--- config.mk ---
export PLATFORM = sky130hd
export DESIGN_NAME = bit_scan_serializer
export DESIGN_NICKNAME = d
export VERILOG_FILES = /design/src/rtl/bit_scan_serializer.sv
export SDC_FILE = /design/constraint.sdc
export NUM_CORES = 1
export LEC_CHECK = 0
export ABC_AREA = 1
export CAP_MARGIN = 20
export CORE_AREA = 3 3 116 118
export DETAILED_ROUTE_END_ITERATION = 7
export DIE_AREA = 0 0 119 121
export GPL_TIMING_DRIVEN = 0
export PLACE_DENSITY = 0.63
export SYNTH_ARGS = -nofsm -noshare
export SYNTH_HDL_FRONTEND = slang
export SYNTH_SLANG_ARGS = --single-unit
--- constraint.sdc ---
create_clock -name clk_i -period 3.89 [get_ports clk_i]
set_input_delay 0.5835 -clock clk_i [delete_from_list [all_inputs] [get_ports clk_i]]
set_output_delay 0.5835 -clock clk_i [all_outputs]
set_load 0.01 [all_outputs]
--- src/rtl/bit_scan_serializer.sv ---
// Serialises the set bits of an accepted word into one index/one-hot beat per cycle, LSB- or MSB-first.
// Optional: define BIT_SCAN_ZERO_BEAT_EN to emit a single empty beat for an all-zero word.
module bit_scan_serializer #(
    parameter  int DATA_W = 16,
    localparam int IDX_W  = $clog2(DATA_W),
    localparam int CNT_W  = $clog2(DATA_W + 1)
) (
    input  logic              clk_i,
    input  logic              rst_n_i,
    input  logic [DATA_W-1:0] data_i,
    input  logic              dir_i,
    input  logic              data_val_i,
    output logic              data_rdy_o,
    output logic [IDX_W-1:0]  idx_o,
    output logic [DATA_W-1:0] onehot_o,
    output logic              first_o,
    output logic              last_o,
    output logic [CNT_W-1:0]  count_o,
    output logic              idx_val_o,
    input  logic              idx_rdy_i
);

    typedef enum logic [0:0] {IDLE, SCAN} state_e;

    state_e             state_q;
    logic [DATA_W-1:0]  rem_q;
    logic               dir_q;
    logic [DATA_W-1:0]  oh_q;
    logic [IDX_W-1:0]   idx_q;
    logic               first_q;
    logic               last_q;
    logic [CNT_W-1:0]   count_q;

    logic [DATA_W-1:0]  rem_next;
    logic [DATA_W-1:0]  accept_oh;
    logic [DATA_W-1:0]  next_oh;

    // NOTE: every function result starts from a default so no path leaves it unassigned.
    function automatic logic [DATA_W-1:0] isolate(input logic [DATA_W-1:0] v, input logic msb_first);
        logic [DATA_W-1:0] r;
        r = '0;
        if (!msb_first) begin
            r = v & (~v + DATA_W'(1));
        end else begin
            for (int i = 0; i < DATA_W; i++) begin
                if (v[i]) begin
                    r    = '0;
                    r[i] = 1'b1;
                end
            end
        end
        return r;
    endfunction

    function automatic logic [IDX_W-1:0] encode(input logic [DATA_W-1:0] oh);
        logic [IDX_W-1:0] e;
        e = '0;
        for (int i = 0; i < DATA_W; i++) begin
            if (oh[i]) e = IDX_W'(i);
        end
        return e;
    endfunction

    function automatic logic single_bit(input logic [DATA_W-1:0] v);
        return (v != '0) && ((v & (v - DATA_W'(1))) == '0);
    endfunction

    function automatic logic [CNT_W-1:0] popcount(input logic [DATA_W-1:0] v);
        logic [CNT_W-1:0] c;
        c = '0;
        for (int i = 0; i < DATA_W; i++) begin
            if (v[i]) c = c + CNT_W'(1);
        end
        return c;
    endfunction

    // Outputs are pre-computed one beat ahead so every output comes straight from a flop.
    assign rem_next  = rem_q & ~oh_q;
    assign accept_oh = isolate(data_i, dir_i);
    assign next_oh   = isolate(rem_next, dir_q);

    // NOTE: sequential state uses non-blocking assignments only, so all registers update together.
    always_ff @(posedge clk_i or negedge rst_n_i) begin
        if (!rst_n_i) begin
            state_q <= IDLE;
            rem_q   <= '0;
            dir_q   <= 1'b0;
            oh_q    <= '0;
            idx_q   <= '0;
            first_q <= 1'b0;
            last_q  <= 1'b0;
            count_q <= '0;
        end else begin
            case (state_q)
                IDLE: begin
                    if (data_val_i) begin
                        rem_q   <= data_i;
                        dir_q   <= dir_i;
                        count_q <= popcount(data_i);
                        oh_q    <= accept_oh;
                        idx_q   <= encode(accept_oh);
`ifdef BIT_SCAN_ZERO_BEAT_EN
                        state_q <= SCAN;
                        first_q <= 1'b1;
                        last_q  <= single_bit(data_i) || (data_i == '0);
`else
                        last_q  <= single_bit(data_i);
                        if (data_i != '0) begin
                            state_q <= SCAN;
                            first_q <= 1'b1;
                        end
`endif
                    end
                end
                SCAN: begin
                    if (idx_rdy_i) begin
                        rem_q   <= rem_next;
                        oh_q    <= next_oh;
                        idx_q   <= encode(next_oh);
                        last_q  <= single_bit(rem_next);
                        first_q <= 1'b0;
                        if (last_q) state_q <= IDLE;
                    end
                end
                default: state_q <= IDLE;
            endcase
        end
    end

    assign data_rdy_o = rst_n_i && (state_q == IDLE);
    assign idx_val_o  = (state_q == SCAN);
    assign idx_o      = idx_q;
    assign onehot_o   = oh_q;
    assign first_o    = first_q;
    assign last_o     = last_q;
    assign count_o    = count_q;

endmodule

# Yosys cells after proc, flatten, opt, wreduce, memory -nomap -nowiden

Index checks and enable logic that the tools add are counted.

$add $sub $neg: 19
Equal/unequal tests: 3
Muxes and demuxes: 131
Bitwise gates (word level): 9
Reductions and logical operators: 10

Operator list:

| operator                                                             | count |
|---|---|
| 16-bit two-way mux                                                   | 36 |
| 5-bit two-way mux                                                    | 45 |
| 4-bit two-way mux                                                    | 30 |
| 16-bit AND                                                           | 5 |
| 5-bit by 1-bit adder with 5-bit output, second input constant        | 15 |
| 16-bit one-hot mux with 2 select lines                               | 2 |
| 16-bit inverter                                                      | 3 |
| 16-bit by 1-bit adder with 16-bit output, second input constant      | 2 |
| 16-bit logical NOT                                                   | 2 |
| 16-bit nonzero test                                                  | 2 |
| 16-bit by 1-bit subtractor with 16-bit output, second input constant | 2 |
| 1-bit two-way mux                                                    | 14 |
| 4-bit one-hot mux with 2 select lines                                | 1 |
| 2-bit inequality test, second input constant                         | 3 |
| 1-bit one-hot mux with 2 select lines                                | 3 |
| 2-bit AND reduction                                                  | 2 |
| 1-bit logical AND                                                    | 3 |
| 3-bit AND reduction                                                  | 1 |
| 1-bit inverter                                                       | 1 |

Bits in registers: 45
Bits of input ports: 21
Output and inout port bits: 29
Word-level logic and storage cells: 180

# Longest topological paths before layout

Gate-level depths: netlist of run 1.

Depth in word-level cells: 61
Depth in mapped cells: 47
Gate-level depth less buffers: 47

# Worst setup path before layout of run 1

OpenSTA, ideal clock, no wires.

Path kind: input port to flip-flop
From: input data_i[0]
To: register count_q[4] (netlist: count_o[4])
Setup time: 0.117 ns
Arrival time: 6.337 ns
Data required time: 3.773 ns
Path slack: -2.565 ns
Cell stages on the path: 41
Path buffers: 0
Cell sequence: inv_1 > ha_1 > inv_1 > nand2_4 > nand2_4 > inv_2 > ha_1 > or2_2 > nand3_1 > nand3_1 > nand2_1 > ha_1 > nand2_1 > nand2_2 > o21ai_0 > o21ai_2 > ha_1 > o21ai_0 > [5 not listed] > o21ai_0 > o21ai_2 > ha_1 > nand2_1 > a21boi_1 > nand2_1 > nand3_1 > nand2_1 > ha_1 > nor2_1 > o21bai_1 > o21ai_0 > ha_1 > nand4_1 > a21oi_1 > nand3_1 > nand3_1 > nand2_1

Longest elaborated chain between the ends: 61

Ends and longest elaborated chain:

| element                                | line | RTL |
|---|---|---|
| start, declared                        | 10   | `input logic [DATA_W-1:0] data_i,` |
| 1-bit two-way mux (*)                  | 72   | `if (v[i]) c = c + CNT_W'(1);` |
| 5-bit two-way mux (*)                  | 96   | `if (data_val_i) begin` |
| 5-bit two-way mux (*)                  | 94   | `case (state_q)` |
| 5-bit by 1-bit adder with 5-bit output | 72   |  |
| 5-bit two-way mux (*)                  | 72   |  |
| 5-bit two-way mux (*)                  | 96   |  |
| 5-bit two-way mux (*)                  | 94   |  |
| 5-bit by 1-bit adder with 5-bit output | 72   |  |
| [45 not listed]                        | --   |  |
| 5-bit two-way mux (*)                  | 96   |  |
| 5-bit two-way mux (*)                  | 94   |  |
| 5-bit by 1-bit adder with 5-bit output | 72   |  |
| 5-bit two-way mux (*)                  | 72   |  |
| 5-bit two-way mux (*)                  | 96   |  |
| 5-bit two-way mux (*)                  | 94   |  |
| 5-bit by 1-bit adder with 5-bit output | 72   |  |
| 5-bit two-way mux (*)                  | 72   |  |
| end signal, assigned                   | 99   | `count_q <= popcount(data_i);` |
| end, declared                          | 32   | `logic [CNT_W-1:0] count_q;` |

Every way passes the cells marked *; elsewhere a longest branch is shown, timed or not. The select of a mux whose other input is x is not followed.
A chain may end at the register's enable or synchronous reset.

# Worst setup path after layout of run 1

Ends and elaborated chain as after synthesis.

==> metrics, run 1 <==
endpoints failing hold 0; Distinct cells, synth 51; Clk Latency, worst-skew pair ~0.29 ns; WP data arrival 6.19 ns; crit path time final 6.01 ns; Yosys reg bits 45; Mapped Cells ~930; filler instances 1332; antenna violations before repair 0; worst min-delay path class input pin to asynchronous set/reset pin; Num CTS Buffers 5; CP max stage cell ha_4; CP Max Fanout 4; R2R Setup Slk 1.11 ns; simple-gate share of the synthesized area 44.1%; total gr overflow 0; GP Congestion 0.969; vias 6213; Root Buffer clkbuf_16; FFs w/ async S/R, synth 100%; sequential share of the synthesized area about a fifth; largest net degree at the start of global routing 30; Final Worst Setup Slack -2.12 ns; Buffers on Ports 42; leakage power roughly 3.5 nW; post-route clock period utilization 154%; Worst R2R Start rem_q[1]; Worst VDD drop 243 uV; setup TNS -8.22 ns; Worst path max stage delay 0.30 ns; first-pass GRT wire length 28.3 mm; required time of the critical path 4.07 ns; # setup viols final 4; Area Overhead vs Synth 23.5%; DRT Wirelength ~17 mm; H-tree levels 2; proportion of layout cells with a drive suffix above 1 17.6%; failing checks setup timing; main combinational cell family by area after synthesis simple AND/OR/NAND/NOR gates; Compound-Gate Fraction of Synth Area 17.8%; DR vias/cell 5.26; worst reg2reg endpoint last_o; Final Max Slew Viols 0; worst-case clock buffer depth 2; clock sink count 45; final total power 0.00405 W; status finished with violations; most used cell, CP nand2_2; syn avg cell area 5.97 um^2; slew of the pin with the lowest slew margin 0.704 ns; Worst Setup Start Kind input pin; HPWL after DPL between 10 and 15 mm; row count 41; max_cap viols 0; Total GRT Usage 23.9%; I/O pin total 50; hold buffers post-CTS 0; Core Region 12600 um^2; CTS tree built; Post-synth EDFFs 0; DRC viols 0; vias in the first global route 5942; Starting Density 44.3%; die area 14400 um^2; Synth Area in Adders 4.27%; Clock Skew roughly 0.0045 ns; Setup crit end kind register; synthesized area roughly 5600 um^2; fmax 166 MHz; Post-Synth XOR/XNOR Area 0%; Worst-path clk slew roughly 0.06 ns; P per Cell Area 588 nW/um^2; relative slew slack between 50% and 60%; Setup CP Type input pin to register; ys flop type dfrtp_1; Final #Nets 1049; Die Ht 121 um; Iter 0 DRT Violations 456; mux share of post-synthesis cell area 0%; YS warnings 0; r2r worst-path depth 17; antenna fix cells 0; DRT Pass-1 Iters 5; DRT antenna net count 0; syn nets 973; RSZ-0062 raised after global routing true; Avg WL per Cell 14.6 um; Die Span X between 100 and 150 um
[worst max-delay path: cells and delay by family]
kind                       cells  cell delay [ns]
buffers and inverters          5             0.35
and+or+nand+nor               24             2.18
AOI/OAI and AO/OA              8             1.04
adders and majority gates      8             2.03
[logic make-up (layout without fill, tap and decap cells)]
kind of cell,after synthesis,count (layout)
DFF,45,45
buffers and inverters,193,270
and+or+nand+nor,508,508
AOI/OAI and AO/OA,168,168
adders and majority gates,19,19
[where the power goes]
part / switching (W) / internal (W) / total (W)
clock network: 0.000178 / 0.000321 / 0.000499
logic: 0.00174 / 0.00101 / 0.00274
registers: 0.000117 / 0.000687 / 0.000804
total: 0.00203 / 0.00201 / 0.00405
[sequential cells by signal (all words and copies together), names as in the netlist]
signal,count
count_o,5
dir_q,1
first_o,1
idx_o,4
idx_val_o,1
last_o,1
onehot_o,16
rem_q,16
[cells in the final DEF, fill, tap and decap left out, types with 5 or more instances in the layout]
cell type          n
nand3_1           58
o211ai_1           7
nand4_1           11
clkbuf_16          5
clkdlybuf4s50_1   39
nor2_2            11
o31ai_1            5
nand3_4            6
clkbuf_1          25
inv_2              6
nor4_1             6
nand2_1          205
nand2_2           47
nor2_1           108
inv_1            149
ha_1              14
nor3_1             9
nand2_4           11
o21ai_0           62
a21oi_1           36
o21ai_2            9
buf_4             28
nand3_2           23
dfrtp_1           45
o22ai_1           14
[area by class of cell]
type | instances | area (um^2) | share of cell area (%)
Buffer | 32 | 151 | 2.20
Clock buffer | 7 | 143 | 2.07
Clock inverter | 1 | 30.0 | 0.436
Inverter | 161 | 624 | 9.07
Multi-Input combinational cell | 695 | 3950 | 57.3
Sequential cell | 45 | 1130 | 16.4
Tap cell | 172 | 215 | 3.13
Timing Repair Buffer | 69 | 646 | 9.38
[through the flow]
step | instance area [um^2] | setup slack [ns] | hold slack [ns] | utilization [%] | std cells
4_1_cts | 6710 | -2.19 | 0.239 | 53.4 | 1171
2_1_floorplan | 5680 | -1.97 | 0.288 | - | 933
6_report | 6880 | -2.12 | 0.234 | 54.8 | 1182
3_5_place_dp | 6330 | -3.30 | 0.472 | 50.4 | 1148
3_3_place_gp | 6320 | -3.22 | 0.468 | 50.3 | 1147
5_1_grt | 6880 | -2.46 | 0.259 | 54.8 | 1182
[cells in the mapped netlist (14+ instances only)]
master	count	area [um^2]
nand2_1	220	826
inv_1	154	578
nor2_1	110	413
o21ai_0	71	355
nand3_1	63	315
dfrtp_1	45	1130
a21oi_1	36	180
nand2_2	34	213
clkbuf_1	24	90.1
nand3_2	20	200
ha_1	19	238
o22ai_1	14	87.6
[repair_timing]
| item | 4_1_cts | 5_1_grt |
|---|---|---|
| resized for setup | 32 | 23 |
| pin swaps | 27 | 41 |
| buffers inserted | 15 | 12 |
| endpoints found under the hold margin | 0 | 0 |
| endpoints found under the setup margin | 5 | 4 |
[worst max path at each step]
stage                     startpoint          to  slack, ns  cells past startpoint
after global routing       data_i[0]  count_o[4]      -2.46                     46
after global placement     data_i[1]  count_o[4]      -3.22                     45
after detailed placement   data_i[1]  count_o[4]      -3.30                     45
after floorplan            data_i[1]  count_o[4]      -1.97                     43
after CTS                  data_i[0]  count_o[4]      -2.19                     43
final                      data_i[0]  count_o[4]      -2.12                     45
[metal layers]
metal  vias up  part of all wire (%)  wire [um]  track usage (%)
met4         0                   2.9        504             8.33
li1       3176                     -          -                -
met3        39                   4.5        772             1.72
met5         -                     0          0                0
met1      2832                    44       7590             30.4
met2       166                    49       8410             42.5
Note: power is estimated with default switching activity, not from simulation.
==> inputs of run 2 (changes only) <==
--- a/config.mk
+++ b/config.mk
@@ -13,4 +13,5 @@
 export GPL_TIMING_DRIVEN = 0
 export PLACE_DENSITY = 0.63
+export SLEW_MARGIN = 20
 export SYNTH_ARGS = -nofsm -noshare
 export SYNTH_HDL_FRONTEND = slang
==> constraint.sdc (replaced) <==
create_clock -name clk_i -period 3.89 [get_ports clk_i]
set_input_delay 0.5835 -clock clk_i [delete_from_list [all_inputs] [get_ports clk_i]]
set_output_delay 0.5835 -clock clk_i [all_outputs]
set_load 0.005 [all_outputs]
==> results of run 2 <==
The final DEF is identical to that of run 1. Status: finished with violations: setup timing.
Main changes from that run: total power 0.00405 W -> 0.00399 W; worst IR drop on VDD 243 uV -> 241 uV
==> inputs of run 3 (changes only) <==
CORE_AREA = 2 2 115 117   (was 3 3 116 118)
DIE_AREA = 0 0 117 119   (was 0 0 119 121)
clock period = 7.2 ns   (was 3.89 ns; I/O delays follow)
==> run 3 against run 2 <==
The run now ends clean. Non-clock buffer count fell by 19. Setup slack better by 2.5 ns. First-iteration DRC count up 3.9%. Power down 48%. Core utilization is 4.0 points lower. Global-route usage is 0.81 points higher. Clock power down 51%. Via count is 2.0% lower. Routed wire length is 3.3% lower.
==> metrics, run 3 (synthesized netlist as in run 1, its figures left out) <==
GP Congestion 0.946; most frequent cells in the layout nand2_1 (218), inv_1 (152), nor2_1 (110), o21ai_0 (65), nand3_1 (62); Worst Setup Start Kind input pin; WP data arrival 7.00 ns; Avg WL per Cell 14.3 um; DRT Pass-1 Iters 5; CP max stage cell or2_2; largest net degree at the start of global routing 31; final cell count without fillers around 1200; Worst-path clk slew 0.07 ns; Hold Path End count_o[4]; Final #Nets 1030; Worst path max stage delay 0.32 ns; Iter 0 DRT Violations 474; clock sink count 45; CTS tree built; die area 13900 um^2; Setup crit end kind register; Design Area, Final 6540 um^2; crit path time final 6.81 ns; Min-Delay Path Depth 2; Util after Layout 50.8%; P per Cell Area 316 nW/um^2; commonest non-fill, non-tap cell in the layout nand2_1; Clock Skew around 0.0078 ns; leakage power 3.39 nW; required time of the critical path 7.39 ns; Clk Latency, worst-skew pair 0.30 ns; most used cell, CP nand2_1; DR vias/cell 5.22; I/O pin total 50; DRT antenna net count 0; Worst R2R Start dir_q; hold buffers post-CTS 0; DRT Wirelength 16.7 mm; Die Span X 117 um; Die Ht 119 um; Post-DP Area 6230 um^2; CP Max Fanout 6; Final Max Slew Viols 0; DRC viols 0; max_cap viols 0; # setup viols final 0; Worst VDD drop around 110 uV; count of placed standard cells including taps 1152; fmax 147 MHz; R2R Setup Slk 4.34 ns; vias 6086; met3 wire length 585 um; proportion of layout cells with a drive suffix above 1 13.3%; post-route clock period utilization 94.6%; row count 42; Total GRT Usage between 20% and 30%; setup TNS 0 ns; Hold Startpoint count_o[4]; antenna fix cells 0; Starting Density 43.3%; endpoints failing hold 0; worst-case clock buffer depth 2; worst reg2reg endpoint idx_o[0]; antenna violations before repair 0; r2r worst-path depth 14; M1 WL between 7 and 8 mm; DR WL met2 8.18 mm; H-tree levels 2; Root Buffer clkbuf_16; Setup CP Type input pin to register; status finished clean; total gr overflow 0; Buffers on Ports 42; Highest Signal Layer met4; Core Region 12900 um^2; worst min-delay path class register to register; first-pass GRT wire length between 20 and 30 mm; vias in the first global route 5742; relative slew slack 55.6%; slew of the pin with the lowest slew margin approximately 0.67 ns; Area Overhead vs Synth 17.3%; HPWL after DPL 13.5 mm; Num CTS Buffers 5
-- run 3: cell types whose count changed in the layout (fill, tap and decap cells not counted), sizes merged --
cell / delta
buf: -21
inv: +2
clkbuf: +1
clkinvlp: -2
clkinv: +2
bufinv: -1
-- run 3: final cells by class --
class / count / area (um^2)
clock inverter: 2 / 13.8
clock buffer: 6 / 139
timing repair buffer: 50 / 483
buffer: 32 / 151
tap: 176 / 220
sequential: 45 / 1130
inverter: 161 / 612
fill: 1399 / 6340
multi-input combinational: 695 / 3790
-- run 3: where the power goes --
part,switching [W],internal (W)
clock,0.000108,0.000138
sequential,0.0000640,0.000371
combinational,0.000879,0.000507
-- run 3: per-layer routing --
metal  GRT usage (%)  vias to the layer above
met5               0                        -
met4            8.24                        0
met3            2.14                       33
met2            42.7                      144
met1            32.0                     2770
li1                -                     3139
-- run 3: how the worst max path moves through the flow --
stage	start	endpoint	slack, ns	cells after the start
final	data_i[1]	count_o[4]	0.39	45
after global routing	data_i[0]	count_o[4]	-0.03	45
after CTS	data_i[0]	count_o[4]	0.03	44
after detailed placement	data_i[0]	count_o[4]	-0.98	42
after global placement	data_i[1]	count_o[4]	-0.94	44
after floorplan	data_i[0]	count_o[4]	0.25	41
-- run 3: timing repair --
item                                   4_1_cts  5_1_grt
setup buffers                                1        6
setup endpoints to repair                    4        4
gates resized for setup                     11       29
endpoints found under the hold margin        0        0
pin swaps                                    1       14
-- run 3: worst max-delay path, delay by kind of cell --
family,cells,cell delay [ns]
AND/OR/NAND/NOR,24,2.40
adder cells (fa/ha/maj),8,2.09
AO/OA/AOI/OAI,8,0.97
buffers and inverters,5,0.43
-- run 3: through the flow --
stage | setup WS [ns] | hold WS, ns | total power [W]
floorplan | 0.249 | 0.472 | 0.00132
global placement | -0.935 | 0.469 | 0.00177
detailed placement | -0.979 | 0.469 | 0.00177
CTS | 0.0250 | 0.485 | 0.00203
global route | -0.0338 | 0.524 | 0.00226
finish | 0.391 | 0.483 | 0.00207
